===== src/rtl/game_flow_ctrl.sv =====
// game_flow_ctrl: button/switch sequencer for the 2x2 sliding-puzzle core with legal-move filtering and move/seconds counters
module game_flow_ctrl #(
  parameter int TICKS_PER_SEC = 1000,
  parameter int TIME_LIMIT    = 99,
  parameter int MAX_MOVES     = 999,
  parameter int INIT_CYCLES   = 3
) (
  input  logic       clk_d,
  input  logic       rst,
  input  logic       btn_start,
  input  logic       btn_confirm,
  input  logic       sw_random,
  input  logic [4:0] sw_num,
  input  logic [3:0] btn_dir,
  input  logic       win_flag,
  output logic [1:0] game_status,
  output logic       set,
  output logic       random,
  output logic [4:0] num,
  output logic [3:0] act,
  output logic [9:0] move_cnt,
  output logic [6:0] sec_cnt,
  output logic       timeout
);
  localparam int PW = $clog2(TICKS_PER_SEC);
  localparam int IW = $clog2(INIT_CYCLES);
  localparam logic [1:0] LEFT_DOWN = 2'b10;
  typedef enum logic [1:0] {
    CHOSE_BOARD  = 2'b00,
    GAME_INITIAL = 2'b10,
    GAMING       = 2'b01,
    WINNED       = 2'b11
  } state_t;
  state_t r_state, w_next;
  logic          r_start_q, r_conf_q;
  logic [3:0]    r_dir_q;
  logic          r_loaded;
  logic [1:0]    r_pos;
  logic [PW-1:0] r_pre;
  logic [IW-1:0] r_init;
  logic          r_set, r_random, r_timeout;
  logic [4:0]    r_num;
  logic [3:0]    r_act;
  logic [9:0]    r_moves;
  logic [6:0]    r_sec;
  logic          w_start_rise, w_conf_rise, w_load_ok, w_tick, w_limit;
  logic          w_enter_init, w_stay, w_to_chose;
  logic [3:0]    w_dir_rise, w_dir_sel, w_move;
  logic [1:0]    w_pos_nxt;
  assign w_start_rise = btn_start & ~r_start_q;
  assign w_conf_rise  = btn_confirm & ~r_conf_q;
  assign w_dir_rise   = btn_dir & ~r_dir_q;
  assign w_dir_sel    = w_dir_rise & (~w_dir_rise + 4'd1);
  // r_pos = {row_down, col_right}; mask keeps only moves that stay inside the 2x2 grid
  assign w_move       = w_dir_sel & {r_pos[0], ~r_pos[1], ~r_pos[0], r_pos[1]};
  assign w_pos_nxt    = {w_move[2] | (r_pos[1] & ~w_move[0]), w_move[1] | (r_pos[0] & ~w_move[3])};
  assign w_load_ok    = (r_state == CHOSE_BOARD) && w_conf_rise && (sw_random || sw_num <= 5'd23);
  assign w_tick       = r_pre == PW'(TICKS_PER_SEC - 1);
  assign w_limit      = r_sec == 7'(TIME_LIMIT);
  assign w_enter_init = (r_state == CHOSE_BOARD) && (w_next == GAME_INITIAL);
  assign w_stay       = (r_state == GAMING) && (w_next == GAMING);
  assign w_to_chose   = (r_state != CHOSE_BOARD) && (w_next == CHOSE_BOARD);
  assign game_status  = r_state;
  assign set          = r_set;
  assign random       = r_random;
  assign num          = r_num;
  assign act          = r_act;
  assign move_cnt     = r_moves;
  assign sec_cnt      = r_sec;
  assign timeout      = r_timeout;
  // state register
  always_ff @(posedge clk_d or posedge rst)
    if (rst) r_state <= CHOSE_BOARD;
    else     r_state <= w_next;
  // next state; in GAMING a win outranks the time limit, which outranks an abort
  always_comb begin
    w_next = r_state;
    case (r_state)
      CHOSE_BOARD:  w_next = (w_start_rise && r_loaded) ? GAME_INITIAL : CHOSE_BOARD;
      GAME_INITIAL: w_next = (r_init == IW'(INIT_CYCLES - 1)) ? GAMING : GAME_INITIAL;
      GAMING:       w_next = (win_flag || w_limit) ? WINNED : (w_start_rise ? CHOSE_BOARD : GAMING);
      default:      w_next = w_start_rise ? CHOSE_BOARD : WINNED;
    endcase
  end
  // edge history, board-load strobe, move pulses, shadow blank position and game counters
  always_ff @(posedge clk_d or posedge rst) begin
    if (rst) begin
      r_start_q <= 1'b0;
      r_conf_q  <= 1'b0;
      r_dir_q   <= 4'd0;
      r_set     <= 1'b0;
      r_random  <= 1'b0;
      r_num     <= 5'd0;
      r_act     <= 4'd0;
      r_loaded  <= 1'b0;
      r_init    <= '0;
      r_pre     <= '0;
      r_sec     <= 7'd0;
      r_moves   <= 10'd0;
      r_timeout <= 1'b0;
      r_pos     <= LEFT_DOWN;
    end else begin
      r_start_q <= btn_start;
      r_conf_q  <= btn_confirm;
      r_dir_q   <= btn_dir;
      r_set     <= w_load_ok;
      r_act     <= w_stay ? w_move : 4'd0;
      r_init    <= (r_state == GAME_INITIAL) ? r_init + 1'b1 : '0;
      r_loaded  <= w_to_chose ? 1'b0 : (r_loaded | w_load_ok);
      if (w_load_ok) begin
        r_random <= sw_random;
        r_num    <= sw_num;
      end
      if (w_enter_init) begin
        r_pre     <= '0;
        r_sec     <= 7'd0;
        r_moves   <= 10'd0;
        r_timeout <= 1'b0;
        r_pos     <= LEFT_DOWN;
      end else if (w_stay) begin
        r_pre <= w_tick ? '0 : r_pre + 1'b1;
        r_sec <= r_sec + {6'd0, w_tick};
        r_pos <= w_pos_nxt;
        if (|w_move && r_moves != 10'(MAX_MOVES)) r_moves <= r_moves + 10'd1;
      end else if (r_state == GAMING && !win_flag && w_limit) begin
        r_timeout <= 1'b1;
      end
    end
  end
endmodule


===== config.mk =====
export PLATFORM = sky130hd
export DESIGN_NAME = game_flow_ctrl
export DESIGN_NICKNAME = d
export VERILOG_FILES = /design/src/rtl/game_flow_ctrl.sv
export SDC_FILE = /design/constraint.sdc
export NUM_CORES = 1
export LEC_CHECK = 0
export BUFFER_PORTS_ARGS = -buffer_cell sky130_fd_sc_hd__buf_2
export CORE_ASPECT_RATIO = 1.2
export CORE_MARGIN = 10
export CORE_UTILIZATION = 56
export DETAILED_ROUTE_END_ITERATION = 12
export PLACE_DENSITY = 0.8
export REMOVE_ABC_BUFFERS = 1
export SETUP_SLACK_MARGIN = 0.02
export SLEW_MARGIN = 15
export SYNTH_ARGS = -nofsm -noshare
export SYNTH_HDL_FRONTEND = slang
export SYNTH_SLANG_ARGS = --single-unit

===== constraint.sdc =====
create_clock -name clk_d -period 2.59 [get_ports clk_d]
set_input_delay 0.3885 -clock clk_d [delete_from_list [all_inputs] [get_ports clk_d]]
set_output_delay 0.3885 -clock clk_d [all_outputs]
set_load 0.02 [all_outputs]

==> results.py <==
metrics = {
    "run_status": {
        "outcome": "complete, no violations",
    },
    "power": {
        "power.density_nw_per_um2": 737.0,
        "swShare": 0.3576,
        "pwr-share-comb": 0.292,
        "p_sw_uw": 786.2,
        "p_leak_nw": 1.424,
        "p_int_mw": 1.412,
        "pwr-share-seq": 0.502,
        "power_mw": 2.198,
        "clkPwrFrac": 0.206,
        "ir_worst_vdd_mv": 0.4572,
    },
    "grt": {
        "grt_pass1_wl_mm": 9.197,
        "grt_overflow": 0,
        "grt_max_degree": 53,
        "antenna_found_initial": 0,
        "grt.total_usage": 0.1447,
        "grt_pass1_vias": 2006,
    },
    "place": {
        "dp_hpwl_mm": 4.041,
        "numPortBuffers": 45,
        "place_ws_ps": 286.9,
        "routabilityCongestion": 0.8542,
    },
    "clocking": {
        "path_clk_slew_ps": 90,
        "clk_latency_ps": 300,
        "cts_buffers": 5,
        "postCtsSetupBuffers": 0,
        "hold_buffers": 0,
        "ctsLongestPathBuffers": 2,
        "cts_tree": "yes",
        "cts_sinks": 52,
        "clockRootBuffer": "clkbuf_8",
        "htreeDepth": 2,
        "cts_resized": 0,
    },
    "yosys": {
        "netlist_area_um2": 2638,
        "synth_top_family_by_area": "simple AND/OR/NAND/NOR gates",
        "synth_ff_type": "dfrtp_1",
        "synth_compound_area_frac": 0.1651,
        "synth_xor_area_frac": 0.01660,
        "yosysWarnings": 0,
        "ys_seq_area_frac": 0.4938,
        "avgSynthCellArea_um2": 10.34,
        "synthMuxAreaShare": 0.02846,
        "yosys.cell_types.count": 57,
        "synth-simple-area-share": 0.2353,
        "async_reset_ff_frac": 1.000,
        "synthCells": 255,
        "ys_seq_elements": 52,
        "synthAdderAreaFrac": 0.02372,
        "synth-edff-count": 0,
    },
    "timing": {
        "setup-tns-final_ps": 0,
        "maxSlewViolCount": 0,
        "slew_headroom": 0.5669,
        "rsz0062_at_grt": "no",
        "max_freq_mhz": 447.1,
        "hold_slack_ps": 210.7,
        "finalCritPeriodShare": 0.8636,
        "tightest_slew_ps": 649.7,
        "setup_slack_ps": 353.2,
        "finalClockSkew_ps": 7.448,
        "hold_viol_final": 0,
        "period_needed_ps": 2237,
        "setup_viol": 0,
    },
    "min_path": {
        "hold_path.class": "in -> reg",
    },
    "cells_and_area": {
        "antennaDiodeCount": 0,
        "nets": 321,
        "areaGrowthSynthToFinish_pct": 13.09,
        "drive_gt1_frac": 0.2517,
    },
    "detailed_routing": {
        "antenna_left": 0,
        "avgRoutedWirePerCell_um": 15.00,
        "vias_per_cell": 5.683,
        "first_iter_violations": 132,
        "drc_errors": 0,
        "drtPass1Iterations": 4,
        "routed_wl_mm": 5.399,
        "vias": 2046,
    },
    "critical_path": {
        "worstSetupStartpointType": "flip-flop",
        "critical-path-top-delay-family": "compound AO/OA/AOI/OAI gates",
        "slowest_delay_ps": 400,
        "crit_chain": "inv_1 -> ha_1 -> nor2b_4 -> a311oi_2 -> o221ai_2 -> or2_1 -> a311o_1",
        "critPathBufInv": 1,
        "end_kind": "flip-flop",
        "arrival_ps": 2430,
        "critPathSlowestCell": "or2_1",
        "crit_fanout": 12,
        "cp_data_required_time_ps": 2780,
        "crit_type": "reg -> reg",
    },
    "floorplanning": {
        "die_x_um": 82.65,
        "dieHeight_um": 95.18,
        "rows": 27,
        "die_area_um2": 7867,
        "pin_count": 46,
        "initial_core_util": 0.5783,
        "core_area_um2": 4561,
    },
    "run": {
        "max_cap_violations": 0,
    },
}
metrics by stage:
stage	instance area [um^2]	std cells	util
floorplan	2581	247	-
CTS	2983	360	0.6540
finish	2983	360	0.6540
global route	2983	360	0.6540
detailed placement	2894	352	0.6346
global placement	2894	352	0.6346
final timing paths:
kind,from,endpoint,slack [ps],cells past startpoint
setup / recovery,r_init[0],move_cnt[5],350,7
hold / removal,btn_dir[1],r_dir_q[1],210,1
setup reg to reg,r_init[0],move_cnt[5],350,7
hold reg to reg,r_init[0],r_init[0],440,1
max in group asynchronous,rst,r_pre[3],1910,3
min in group asynchronous,rst,num[2],240,3
power by group through the flow:
stage / sequential (mW) / combinational [mW] / clock, mW
CTS: 1.10 / 0.652 / 0.471
detailed placement: 1.12 / 0.649 / 0
floorplan: 1.19 / 0.366 / 0
global placement: 1.11 / 0.635 / 0
finish: 1.10 / 0.642 / 0.454
global route: 1.13 / 0.710 / 0.502
routing by layer:
metal  wire (um)  GRT usage
met5           0          0
met3         412    0.03955
met2        2656     0.2371
met1        2257     0.1800
met4          73    0.04469
logic make-up (layout without fill, tap and decap cells):
group	count (synthesis)	count (layout)
compound gates	56	56
xor+xnor	5	5
fa+ha+maj	5	5
buf+inv	19	66
flops	52	52
mux	7	7
simple gates	111	111
synthesized netlist by cell type (2+ instances only):
master,n,area share
a211oi_1,4,0.011
a21o_1,3,0.0085
a21oi_1,7,0.013
a22o_1,4,0.013
a31o_1,4,0.013
a31oi_1,3,0.0071
and3_1,7,0.017
buf_2,3,0.0057
buf_6,3,0.013
dfrtp_1,51,0.48
ha_1,5,0.024
inv_1,11,0.016
mux2_2,4,0.017
mux2i_1,3,0.011
nand2_1,28,0.040
nand2b_1,12,0.028
nand3_1,11,0.021
nand3b_1,2,0.0057
nand4_1,2,0.0047
nor2_1,19,0.027
nor2b_1,5,0.012
nor3_1,7,0.013
nor3b_1,3,0.0085
nor4_1,2,0.0047
nor4_2,2,0.0095
o211ai_1,2,0.0057
o21ai_0,11,0.021
o22a_1,3,0.010
or2_2,2,0.0047
or3_1,2,0.0047
xor2_1,4,0.013
cell usage in the layout, fill, tap and decap left out, types with 5 or more instances in the layout:
cell and count:
a21oi_1 7, and3_1 7, buf_2 45, clkbuf_8 5
dfrtp_1 51, ha_1 5, inv_1 10, nand2_1 28
nand2b_1 12, nand3_1 11, nor2_1 19, nor2b_1 5
nor3_1 7, o21ai_0 11
area by class of cell:
type	count	area, um^2
Sequential cell	52	1303
Clock inverter	2	16.27
Clock buffer	6	72.57
Timing Repair Buffer	47	240.2
Tap cell	58	72.57
Inverter	11	41.29
Multi-Input combinational cell	184	1237
Fill cell	373	1578
flip-flops by register name (all words and copies together) (netlist names), 2 cells and up:
name	cells
act	4
game_status	2
move_cnt	10
num	5
r_dir_q	4
r_init	2
r_pos	2
r_pre	10
sec_cnt	7
Power figures use the tool's default switching activity.
